--- src/rtl/spi_poll_pkg.sv ---
// spi_poll_pkg: shared types and constants for the SPI poll scheduler.
// Holds the FSM state enum, frame geometry, and the bit positions used to
// decode the 40-bit joystick frame into X, Y and buttons.
package spi_poll_pkg;

   typedef enum logic [2:0] {
      IDLE,
      SETUP,
      BIT,
      FINISH,
      CAPTURE,
      RESYNC
   } state_e;

   localparam int FRAME_BITS = 40;
   localparam int BYTE_BITS  = 8;
   localparam int BYTE_LSBS  = $clog2(BYTE_BITS);
   localparam int RESYNC_CYC = 2;

   localparam logic [5:0] LAST_BIT_CNT = 6'(FRAME_BITS);

   localparam int AXIS_W = 10;
   localparam int BTN_W  = 3;

   // Frame layout, MSB first: X low byte, X high bits, Y low byte, Y high bits, buttons.
   localparam int X_LO_MSB = 39;
   localparam int X_LO_LSB = 32;
   localparam int X_HI_MSB = 25;
   localparam int X_HI_LSB = 24;
   localparam int Y_LO_MSB = 23;
   localparam int Y_LO_LSB = 16;
   localparam int Y_HI_MSB = 9;
   localparam int Y_HI_LSB = 8;
   localparam int BTN_MSB  = 2;
   localparam int BTN_LSB  = 0;

   // True when the next bit to clock starts a new byte (8, 16, 24, 32), so the
   // inter-byte gap must be inserted before its ce.
   function automatic logic byte_gap(input logic [5:0] bit_cnt);
      return (bit_cnt[BYTE_LSBS-1:0] == '0) && (bit_cnt != '0) && (bit_cnt != LAST_BIT_CNT);
   endfunction

endpackage

--- src/rtl/jstk_frame_decode.sv ---
// jstk_frame_decode: registered decode of the receiver's 40-bit DOUT into X/Y/buttons.
// Latency: 1 clk from load_i to updated outputs; valid_o pulses in that cycle.
// Backpressure: none; outputs hold their last decoded values between loads.
// Ports: clk/rst (sync, active-high); load_i capture strobe; dout_i frame;
//        x_o/y_o/btn_o decoded fields; valid_o one-cycle update pulse.
module jstk_frame_decode
   import spi_poll_pkg::*;
(
   input  logic                  clk,
   input  logic                  rst,
   input  logic                  load_i,
   input  logic [FRAME_BITS-1:0] dout_i,
   output logic [AXIS_W-1:0]     x_o,
   output logic [AXIS_W-1:0]     y_o,
   output logic [BTN_W-1:0]      btn_o,
   output logic                  valid_o
);

   logic [AXIS_W-1:0] x_q;
   logic [AXIS_W-1:0] y_q;
   logic [BTN_W-1:0]  btn_q;
   logic              valid_q;

   // Padding bits of the frame carry no information.
   logic unused_dout;
   assign unused_dout = ^{dout_i[31:26], dout_i[15:10], dout_i[7:3]};

   always_ff @(posedge clk) begin
      if (rst) begin
         x_q     <= '0;
         y_q     <= '0;
         btn_q   <= '0;
         valid_q <= 1'b0;
      end else begin
         valid_q <= load_i;
         if (load_i) begin
            x_q   <= {dout_i[X_HI_MSB:X_HI_LSB], dout_i[X_LO_MSB:X_LO_LSB]};
            y_q   <= {dout_i[Y_HI_MSB:Y_HI_LSB], dout_i[Y_LO_MSB:Y_LO_LSB]};
            btn_q <= dout_i[BTN_MSB:BTN_LSB];
         end
      end
   end

   assign x_o     = x_q;
   assign y_o     = y_q;
   assign btn_o   = btn_q;
   assign valid_o = valid_q;

endmodule

--- src/rtl/spi_poll_sched.sv ---
// spi_poll_sched: paces the 5-byte SPI receiver by issuing its 42 ce strobes
// (Init, 40 bits, Done) once per poll period, then decodes the captured frame.
// Latency: Init ce to frame_valid = SETUP_CYC + 40*BIT_CYC + 4*GAP_CYC + 3 clocks.
// Backpressure: none; enable low lets the running frame finish, then holds in IDLE.
// Ports: clk/rst (sync, active-high); enable; ss_in/dout_in from the receiver;
//        ce/spi_rst to the receiver; x/y/btn/frame_valid decoded frame; sync_err sticky.
module spi_poll_sched
   import spi_poll_pkg::*;
#(
   parameter int POLL_CYC  = 1_000_000,
   parameter int SETUP_CYC = 1500,
   parameter int BIT_CYC   = 100,
   parameter int GAP_CYC   = 1000
)(
   input  logic                  clk,
   input  logic                  rst,
   input  logic                  enable,
   input  logic                  ss_in,
   input  logic [FRAME_BITS-1:0] dout_in,
   output logic                  ce,
   output logic                  spi_rst,
   output logic [AXIS_W-1:0]     x,
   output logic [AXIS_W-1:0]     y,
   output logic [BTN_W-1:0]      btn,
   output logic                  frame_valid,
   output logic                  sync_err
);

   // POLL_CYC is guaranteed to be the largest count, so one width covers all timers.
   localparam int CW        = $clog2(POLL_CYC);
   localparam int FRAME_LEN = SETUP_CYC + FRAME_BITS * BIT_CYC
                            + (FRAME_BITS / BYTE_BITS - 1) * GAP_CYC + 3;

   localparam logic [CW-1:0] POLL_LAST   = CW'(POLL_CYC - 1);
   localparam logic [CW-1:0] SETUP_LAST  = CW'(SETUP_CYC - 1);
   localparam logic [CW-1:0] BIT_LAST    = CW'(BIT_CYC - 1);
   localparam logic [CW-1:0] GAP_LAST    = CW'(BIT_CYC + GAP_CYC - 1);
   localparam logic [CW-1:0] RESYNC_LAST = CW'(RESYNC_CYC - 1);

   if (POLL_CYC <= FRAME_LEN || BIT_CYC < 2 || SETUP_CYC < 2 || GAP_CYC < 0) begin : g_param_check
      $error("spi_poll_sched: need POLL_CYC > frame length, BIT_CYC >= 2, SETUP_CYC >= 2, GAP_CYC >= 0");
   end

   state_e          state_q, state_d;
   logic [CW-1:0]   poll_q, poll_d;
   logic [CW-1:0]   tmr_q, tmr_d;
   logic [5:0]      bit_cnt_q, bit_cnt_d;
   logic            sync_err_q;
   logic            rst_dly_q;

   logic            poll_wrap;
   logic            bit_done;
   logic            ce_raw;
   logic            capture;
   logic            resync_act;

   // Poll counter free-runs regardless of state so the frame period is exact.
   assign poll_wrap = (poll_q == POLL_LAST);
   assign poll_d    = poll_wrap ? '0 : poll_q + 1'b1;

   // Bit slot ends after BIT_CYC clocks, stretched by GAP_CYC ahead of a new byte.
   assign bit_done  = (tmr_q == (byte_gap(bit_cnt_q) ? GAP_LAST : BIT_LAST));

   // State register
   always_ff @(posedge clk) begin
      if (rst) begin
         state_q    <= IDLE;
         poll_q     <= '0;
         tmr_q      <= '0;
         bit_cnt_q  <= '0;
         sync_err_q <= 1'b0;
         rst_dly_q  <= 1'b1;
      end else begin
         state_q    <= state_d;
         poll_q     <= poll_d;
         tmr_q      <= tmr_d;
         bit_cnt_q  <= bit_cnt_d;
         sync_err_q <= sync_err_q | (state_d == RESYNC);
         rst_dly_q  <= 1'b0;
      end
   end

   // Next-state logic
   always_comb begin
      state_d   = state_q;
      tmr_d     = tmr_q + 1'b1;
      bit_cnt_d = bit_cnt_q;
      case (state_q)
         IDLE: begin
            tmr_d     = '0;
            bit_cnt_d = '0;
            if (poll_wrap && enable) state_d = SETUP;
         end
         SETUP: begin
            if (tmr_q == SETUP_LAST) begin
               tmr_d = '0;
               // SS still high means the receiver never saw Init.
               if (ss_in) begin
                  state_d = RESYNC;
               end else begin
                  state_d   = BIT;
                  bit_cnt_d = 6'd1;
               end
            end
         end
         BIT: begin
            if (bit_done) begin
               tmr_d = '0;
               if (bit_cnt_q == LAST_BIT_CNT) state_d = FINISH;
               else                           bit_cnt_d = bit_cnt_q + 6'd1;
            end
         end
         FINISH: begin
            tmr_d   = '0;
            // Receiver raises SS on bit 39; low here means it lost count.
            state_d = ss_in ? CAPTURE : RESYNC;
         end
         CAPTURE: begin
            tmr_d     = '0;
            bit_cnt_d = '0;
            state_d   = IDLE;
         end
         RESYNC: begin
            if (tmr_q == RESYNC_LAST) begin
               tmr_d     = '0;
               bit_cnt_d = '0;
               state_d   = IDLE;
            end
         end
         default: begin
            tmr_d     = '0;
            bit_cnt_d = '0;
            state_d   = IDLE;
         end
      endcase
   end

   // Output logic
   always_comb begin
      ce_raw     = 1'b0;
      capture    = 1'b0;
      resync_act = 1'b0;
      case (state_q)
         IDLE:    ce_raw     = poll_wrap & enable;
         SETUP:   ce_raw     = (tmr_q == SETUP_LAST) & ~ss_in;
         BIT:     ce_raw     = bit_done & (bit_cnt_q != LAST_BIT_CNT);
         FINISH:  ce_raw     = ss_in;
         CAPTURE: capture    = 1'b1;
         RESYNC:  resync_act = 1'b1;
         default: ce_raw     = 1'b0;
      endcase
   end

   // rst gates ce in the same cycle so a reset never lets a stray strobe out.
   assign ce       = ce_raw & ~rst;
   // Receiver reset spans the reset cycle plus one, and every RESYNC cycle.
   assign spi_rst  = rst | rst_dly_q | resync_act;
   assign sync_err = sync_err_q;

   jstk_frame_decode u_decode (
      .clk     (clk),
      .rst     (rst),
      .load_i  (capture),
      .dout_i  (dout_in),
      .x_o     (x),
      .y_o     (y),
      .btn_o   (btn),
      .valid_o (frame_valid)
   );

endmodule

--- config.mk ---
export PLATFORM = sky130hd
export DESIGN_NAME = spi_poll_sched
export DESIGN_NICKNAME = d
export VERILOG_FILES = /design/src/rtl/spi_poll_pkg.sv /design/src/rtl/jstk_frame_decode.sv /design/src/rtl/spi_poll_sched.sv
export SDC_FILE = /design/constraint.sdc
export NUM_CORES = 1
export LEC_CHECK = 0
export CAP_MARGIN = 5
export CORE_ASPECT_RATIO = 1.2
export CORE_MARGIN = 2
export CORE_UTILIZATION = 55
export DETAILED_ROUTE_END_ITERATION = 8
export PLACE_DENSITY_LB_ADDON = 0.1
export SYNTH_ARGS = -nofsm -noshare
export SYNTH_HDL_FRONTEND = slang
export SYNTH_SLANG_ARGS = --single-unit
--- constraint.sdc ---
create_clock -name clk -period 7.35 [get_ports clk]
set_clock_uncertainty 0.2 [all_clocks]
set_input_delay 2.205 -clock clk [delete_from_list [all_inputs] [get_ports clk]]
set_output_delay 2.205 -clock clk [all_outputs]
set_load 0.005 [all_outputs]
==> reports/metrics.csv, run 1 <==
stage,metric,value,unit
clocking,# Post-CTS Setup Buffers,0,
pwr,Leak,1.42,nW
routing,wire per inst,13.7,um
global_routing,grt peak-use layer,met2,
critical_path,Worst Path Arrival,4.17,ns
clocking,Root Buffer,clkbuf_8,
placement,DP Wirelength,5260,um
global_routing,vias in the first global route,2807,
final_layout,Area Overhead vs Synth,22.8,%
clocking,hold_buf cts,0,
floorplan,die area,6850,um2
synth,synthesized area,3410,um2
critical_path,Crit Path Class,in -> out,
global_routing,grt ovf,0,
pwr,register share of total power,57.6,%
sta,relative max-transition margin,45.9,%
routing,Routed Antenna Nets,0,
clocking,CTS Sinks,75,
synth,top cell type's share of synthesized area,44.0,%
final_layout,Post-Route Utilization,69.7,%
final_layout,# diodes,0,
synth,#FFs+latches synth,75,
floorplan,top-level I/O count,71,
placement,Placement Setup Slack,0.775,ns
floorplan,Die X,75.9,um
synth,Post-Synthesis Cells,402,
critical_path,Critical Path End Type,primary output,
floorplan,initial core utilization,56.7,%
clocking,Clock Pin Slew Worst Setup and Hold Paths,0.08,ns
critical_path,largest stage delay on the critical path,0.57,ns
sta,Worst Tran Pin Value,0.810,ns
sta,setup tns final,0,ns
pwr,pwr dens,169,nW/um2
routing,# DRC,0,
pwr,power share of the combinational group,3.5,%
synth,Avg Inst Size Synth,8.48,um2
floorplan,Core Region,6010,um2
routing,drt pass-1 iters,4,
clocking,clk buf depth,2,
critical_path,Setup crit start kind,input port,
final_layout,FILL cells,499,
clocking,CTS resizes,0,
global_routing,largest net degree at the start of global routing,35,
flow_run,Max-Cap Viols,0,
synth,Synth area leader,dfxtp_1,
synth,number of synthesized flops with an enable pin,0,
placement,Port Buf Inserts,53,
global_routing,initial antenna violation count,0,
synth,Synth area leaders,"dfxtp_1 44%, nand2_1 7.0%, nor2_1 5.4%, xor2_1 5.4%, a21oi_1 5.3%",
routing,final WL,7460,um
critical_path,"Max FO, Critical Path",4,
routing,DR vias,2972,
final_layout,register area,1500,um2
global_routing,overall routing resource usage,23.5,%
pwr,switching power,0.167,mW
final_layout,footprint of the multi-input gates,1820,um2
floorplan,Die Y,90.3,um
clocking,CTS HTree Levels,3,
global_routing,first-pass GRT wire length,12500,um
final_layout,layout cells sized above 1,9.09,%
run_status,run status,"finished, final reports clean",
pwr,internal power,0.543,mW
synth,"FFs w/ async S/R, synth",0,%
synth,Most used DFF post-synth,dfxtp_1,
critical_path,Buf/Inv on CP,2,
sta,f_max,152,MHz
final_layout,Final #Nets,506,
critical_path,CP cell instances,"clkdlybuf4s50_1, nor4_4, o21ai_0, a311oi_1, clkdlybuf4s50_1",
min_path,hold crit path type,reg -> reg,
synth,syn nets,451,
pwr,Switching Fraction,23.5,%
global_routing,M3 GR Usage,4.80,%
critical_path,"slowest stage cell, crit path",clkdlybuf4s50_1,
global_routing,grt met1 use,27.1,%
routing,DRT iter0 DRCs,118,
clocking,TritonCTS buffer count,9,
sta,setup violators final,0,
floorplan,Row Count,31,
clocking,Skew-Pair Late Insertion Delay,0.35,ns
synth,sequential share of the synthesized area,44.0,%
sta,final hold vios,0,
critical_path,worst path required time,4.95,ns
critical_path,Top Family by Delay on Critical Path,buffers and inverters,
sta,Final Max Slew Viols,0,
sta,"Worst Setup Slack, final",0.776,ns
pwr,Clock power frac,39.0,%
pwr,Power Total,0.710,mW
synth,Synth cell types,57,
routing,Via density,5.46,
sta,unrepaired setup endpoints after global routing,false,
placement,RePlAce Congestion,0.850,
synth,Synth warnings,0,
sta,Final min period,6.57,ns
global_routing,GR Util met2,39.8,%
pwr,Max VDD drop,0.145,mV
critical_path,"most used cell, CP",clkdlybuf4s50_1,
sta,Final period util,89.4,%
clocking,CTS tree,done,
## registers in the layout, summed over array words and instances, names as in the netlist
signal            cells
poll_q               20
tmr_q                20
u_decode.x_o         10
u_decode.y_o         10
bit_cnt_q             6
state_q               3
u_decode.btn_o        3
rst_dly_q             1
sync_err              1
u_decode.valid_o      1
## through the flow
step / cells / hold WS, ns / area, um2
6_report: 544 / 0.243 / 4190
5_1_grt: 544 / 0.259 / 4190
4_1_cts: 544 / 0.243 / 4190
3_5_place_dp: 528 / 0.232 / 4020
3_3_place_gp: 528 / 0.223 / 4020
2_1_floorplan: 402 / 0.213 / 3410
## cell usage after synthesis (2+ instances only)
cell,n
nor2b_1,2
nand2b_1,3
o21ai_0,9
nor2_1,49
xor2_1,21
nand3_1,22
and3_1,7
o21a_1,2
or2b_1,2
ha_1,5
nor4_4,3
buf_2,2
a31o_2,2
or4_1,4
clkbuf_1,10
or3_1,4
a21oi_1,36
nand2_1,64
and2_1,3
nor3_1,8
o31ai_1,3
nand4_1,12
xnor2_1,12
inv_1,10
dfxtp_1,75
## area by class of cell
class | count | share of cell area (%)
clock buffer | 9 | 2.96
clock inverter | 7 | 1.08
inverter | 10 | 0.896
multi-input combinational | 304 | 43.4
sequential | 75 | 35.9
tap | 82 | 2.45
timing repair buffer | 57 | 13.4
## power by group through the flow
stage	sequential, mW	combinational [mW]	clock (mW)
2_1_floorplan	0.418	0.00750	0
3_3_place_gp	0.418	0.0242	0
3_5_place_dp	0.418	0.0245	0
4_1_cts	0.409	0.0247	0.283
5_1_grt	0.409	0.0270	0.298
6_report	0.409	0.0245	0.276
## metal layers
layer	share of wire, %	vias up
met1	41	1417
met4	2.3	0
met2	54	53
li1	-	1490
met5	0	-
met3	3.2	12
## final timing paths
kind                   startpoint                         to  slack [ns]  depth (start not counted)
max                         ss_in                         ce        0.78                          5
min          poll_q[0]$_SDFF_PP0_       poll_q[0]$_SDFF_PP0_        0.24                          1
max reg2reg   tmr_q[0]$_SDFF_PP0_  bit_cnt_q[5]$_SDFFE_PP0P_        4.91                          7
min reg2reg  poll_q[0]$_SDFF_PP0_       poll_q[0]$_SDFF_PP0_        0.24                          1
## placed cells by master, fill, tap and decap left out, types with 2 or more instances in the layout
cell type	count
a21oi_1	36
a31o_2	2
and2_1	3
and3_1	7
buf_4	4
clkbuf_8	9
clkdlybuf4s50_1	53
clkinv_2	3
clkinvlp_4	4
dfxtp_1	75
ha_1	5
inv_1	10
nand2_1	64
nand2b_1	3
nand3_1	22
nand4_1	12
nor2_1	49
nor2b_1	2
nor3_1	8
nor4_4	3
o21a_1	2
o21ai_0	9
o31ai_1	3
or2b_1	2
or3_1	4
or4_1	4
xnor2_1	12
xor2_1	21
## cell families (layout without fill, tap and decap cells)
group	Yosys count	in the layout	synth area share (%)
AND/OR/NAND/NOR	199	199	30.0
XOR/XNOR	33	33	8.47
flip-flops	75	75	44.0
adder cells (fa/ha/maj)	5	5	1.83
buffers and inverters	23	83	2.71
AO/OA/AOI/OAI	67	67	12.9
Note: power is estimated with default switching activity, not from simulation.
==> run 2, diff against run 1 <==
--- a/config.mk
+++ b/config.mk
@@ -10,7 +10,7 @@
 export CORE_MARGIN = 2
 export CORE_UTILIZATION = 55
 export DETAILED_ROUTE_END_ITERATION = 8
-export PLACE_DENSITY_LB_ADDON = 0.1
+export PLACE_DENSITY_LB_ADDON = 0.2
 export SYNTH_ARGS = -nofsm -noshare
 export SYNTH_HDL_FRONTEND = slang
 export SYNTH_SLANG_ARGS = --single-unit
==> run 2 against run 1 <==
Compared with the run above: cell area about the same; critical endpoint unchanged; wire length is 2.9% lower; maximum frequency up 1.2%; critical path depth unchanged; first-iteration DRC count rose by 90%; combinational power is essentially flat; largest power group unchanged.
==> reports/metrics.csv, run 2 (synthesized netlist as in run 1, its figures left out) <==
stage,metric,value,unit
routing,DR vias,2929,
sta,Final min period,6.50,ns
placement,RePlAce Congestion,0.801,
critical_path,CP cell instances,"clkdlybuf4s50_1, nand2_1, or4_4, a311oi_1, clkdlybuf4s50_1",
clocking,Root Buffer,clkbuf_8,
clocking,clk buf depth,2,
min_path,Worst Hold Depth,1,
critical_path,reg2reg end,bit_cnt_q[5]$_SDFFE_PP0P_,
min_path,HP Start,poll_q[0]$_SDFF_PP0_,
sta,relative max-transition margin,47.5,%
floorplan,Die X,75.9,um
sta,Final period util,88.4,%
sta,Min Hold Slack,0.255,ns
placement,placed instance count,527,
pwr,Power Total,0.710,mW
critical_path,Buf/Inv on CP,2,
global_routing,first-pass GRT wire length,12300,um
final_layout,Finished Cell Area,4190,um2
sta,Final Max Slew Viols,0,
global_routing,grt ovf,0,
clocking,CTS resizes,0,
clocking,CTS tree,done,
sta,Worst Tran Pin Value,0.785,ns
global_routing,vias in the first global route,2779,
global_routing,overall routing resource usage,22.7,%
final_layout,"commonest cells after routing, fill and taps aside","75 x dfxtp_1, 64 x nand2_1, 53 x clkdlybuf4s50_1, 49 x nor2_1, 36 x a21oi_1",
clocking,# Post-CTS Setup Buffers,0,
sta,final hold vios,0,
critical_path,Worst Path Arrival,4.09,ns
critical_path,Crit Path Class,in -> out,
final_layout,largest registers,"poll_q x20, tmr_q x20",
pwr,Max VDD drop,0.135,mV
clocking,hold_buf cts,0,
final_layout,layout cells sized above 1,8.48,%
final_layout,FILL cells,482,
final_layout,Final #Nets,506,
pwr,pwr dens,170,nW/um2
floorplan,initial core utilization,56.7,%
sta,f_max,154,MHz
critical_path,"slowest stage cell, crit path",clkdlybuf4s50_1,
routing,Via density,5.40,
critical_path,worst path required time,4.95,ns
final_layout,Area Overhead vs Synth,22.7,%
min_path,hold endpoint,poll_q[0]$_SDFF_PP0_,
critical_path,Critical Path End Type,primary output,
floorplan,Core Region,6010,um2
routing,DRT iter0 DRCs,224,
final_layout,"commonest non-fill, non-tap cell in the layout",dfxtp_1,
final_layout,Post-Route Utilization,69.6,%
clocking,CTS HTree Levels,3,
final_layout,"non-filler cells, final",542,
min_path,hold crit path type,reg -> reg,
clocking,TritonCTS buffer count,9,
routing,# DRC,0,
floorplan,Row Count,31,
placement,Placement Setup Slack,0.849,ns
clocking,CTS Sinks,75,
routing,Routed Antenna Nets,0,
sta,setup violators final,0,
critical_path,Worst R2R Start,tmr_q[0]$_SDFF_PP0_,
pwr,Leak,1.43,nW
flow_run,Max-Cap Viols,0,
critical_path,"Max FO, Critical Path",2,
critical_path,FF-to-FF setup slack,4.87,ns
floorplan,die area,6850,um2
critical_path,Top Family by Delay on Critical Path,buffers and inverters,
critical_path,"most used cell, CP",clkdlybuf4s50_1,
sta,unrepaired setup endpoints after global routing,false,
routing,drt pass-1 iters,4,
routing,wire per inst,13.4,um
final_layout,# diodes,0,
floorplan,top-level I/O count,71,
clocking,Clock Pin Slew Worst Setup and Hold Paths,0.07,ns
routing,final WL,7250,um
floorplan,Die Y,90.3,um
critical_path,Setup crit start kind,input port,
sta,setup tns final,0,ns
sta,"Worst Setup Slack, final",0.851,ns
critical_path,largest stage delay on the critical path,0.56,ns
run_status,run status,"finished, final reports clean",
critical_path,Worst R2R Path Depth,7,
placement,DP Wirelength,5210,um
placement,Post-DP Area,4010,um2
clocking,Skew-Pair Late Insertion Delay,0.34,ns
global_routing,largest net degree at the start of global routing,25,
global_routing,initial antenna violation count,0,
placement,Port Buf Inserts,53,
-- run 2: changes by cell type in the layout (fill, tap and decap cells not counted) --
cell	previous run	this run
clkbuf_8	9	11
clkinv_2	3	1
clkbuf_1	0	1
clkinvlp_4	4	1
-- run 2: area by class of cell --
type / instances / area [um2] / area share, %
multi-input cells: 304 / 1820 / 43.4
flip-flops and latches: 75 / 1500 / 35.9
repair buffers: 57 / 561 / 13.4
clock buffers: 12 / 155 / 3.71
well taps: 82 / 103 / 2.45
inverters: 10 / 37.5 / 0.897
clock inverters: 2 / 12.5 / 0.299
-- run 2: worst max path at each step --
stage | startpoint | to | slack [ns] | depth (start not counted)
3_3_place_gp | enable | ce | 0.84 | 5
3_5_place_dp | enable | ce | 0.85 | 5
2_1_floorplan | enable | ce | 1.92 | 3
4_1_cts | enable | ce | 0.85 | 5
5_1_grt | ss_in | ce | 0.79 | 5
6_report | enable | ce | 0.85 | 5
-- run 2: per-layer routing --
metal  track usage (%)  vias to the layer above  part of all wire [%]  wire length, um
li1                  -                     1493                     -                -
met4              8.48                        0                   2.0              145
met1              27.1                     1370                    44             3190
met3              6.36                       16                   3.5              256
met5                 0                        -                     0                0
met2              37.6                       50                    50             3660
-- run 2: where the power goes --
group | switching, mW | internal (mW)
logic | 0.00901 | 0.0152
registers | 0.00114 | 0.408
clock network | 0.140 | 0.137
==> run 3, diff against run 2 <==
--- a/config.mk
+++ b/config.mk
@@ -9,6 +9,7 @@
 export CORE_ASPECT_RATIO = 1.2
 export CORE_MARGIN = 2
 export CORE_UTILIZATION = 55
+export CTS_CLUSTER_DIAMETER = 120
 export DETAILED_ROUTE_END_ITERATION = 8
 export PLACE_DENSITY_LB_ADDON = 0.2
 export SYNTH_ARGS = -nofsm -noshare
==> results of run 3 <==
No change in the layout: final DEF, timing and power equal those of run 2.
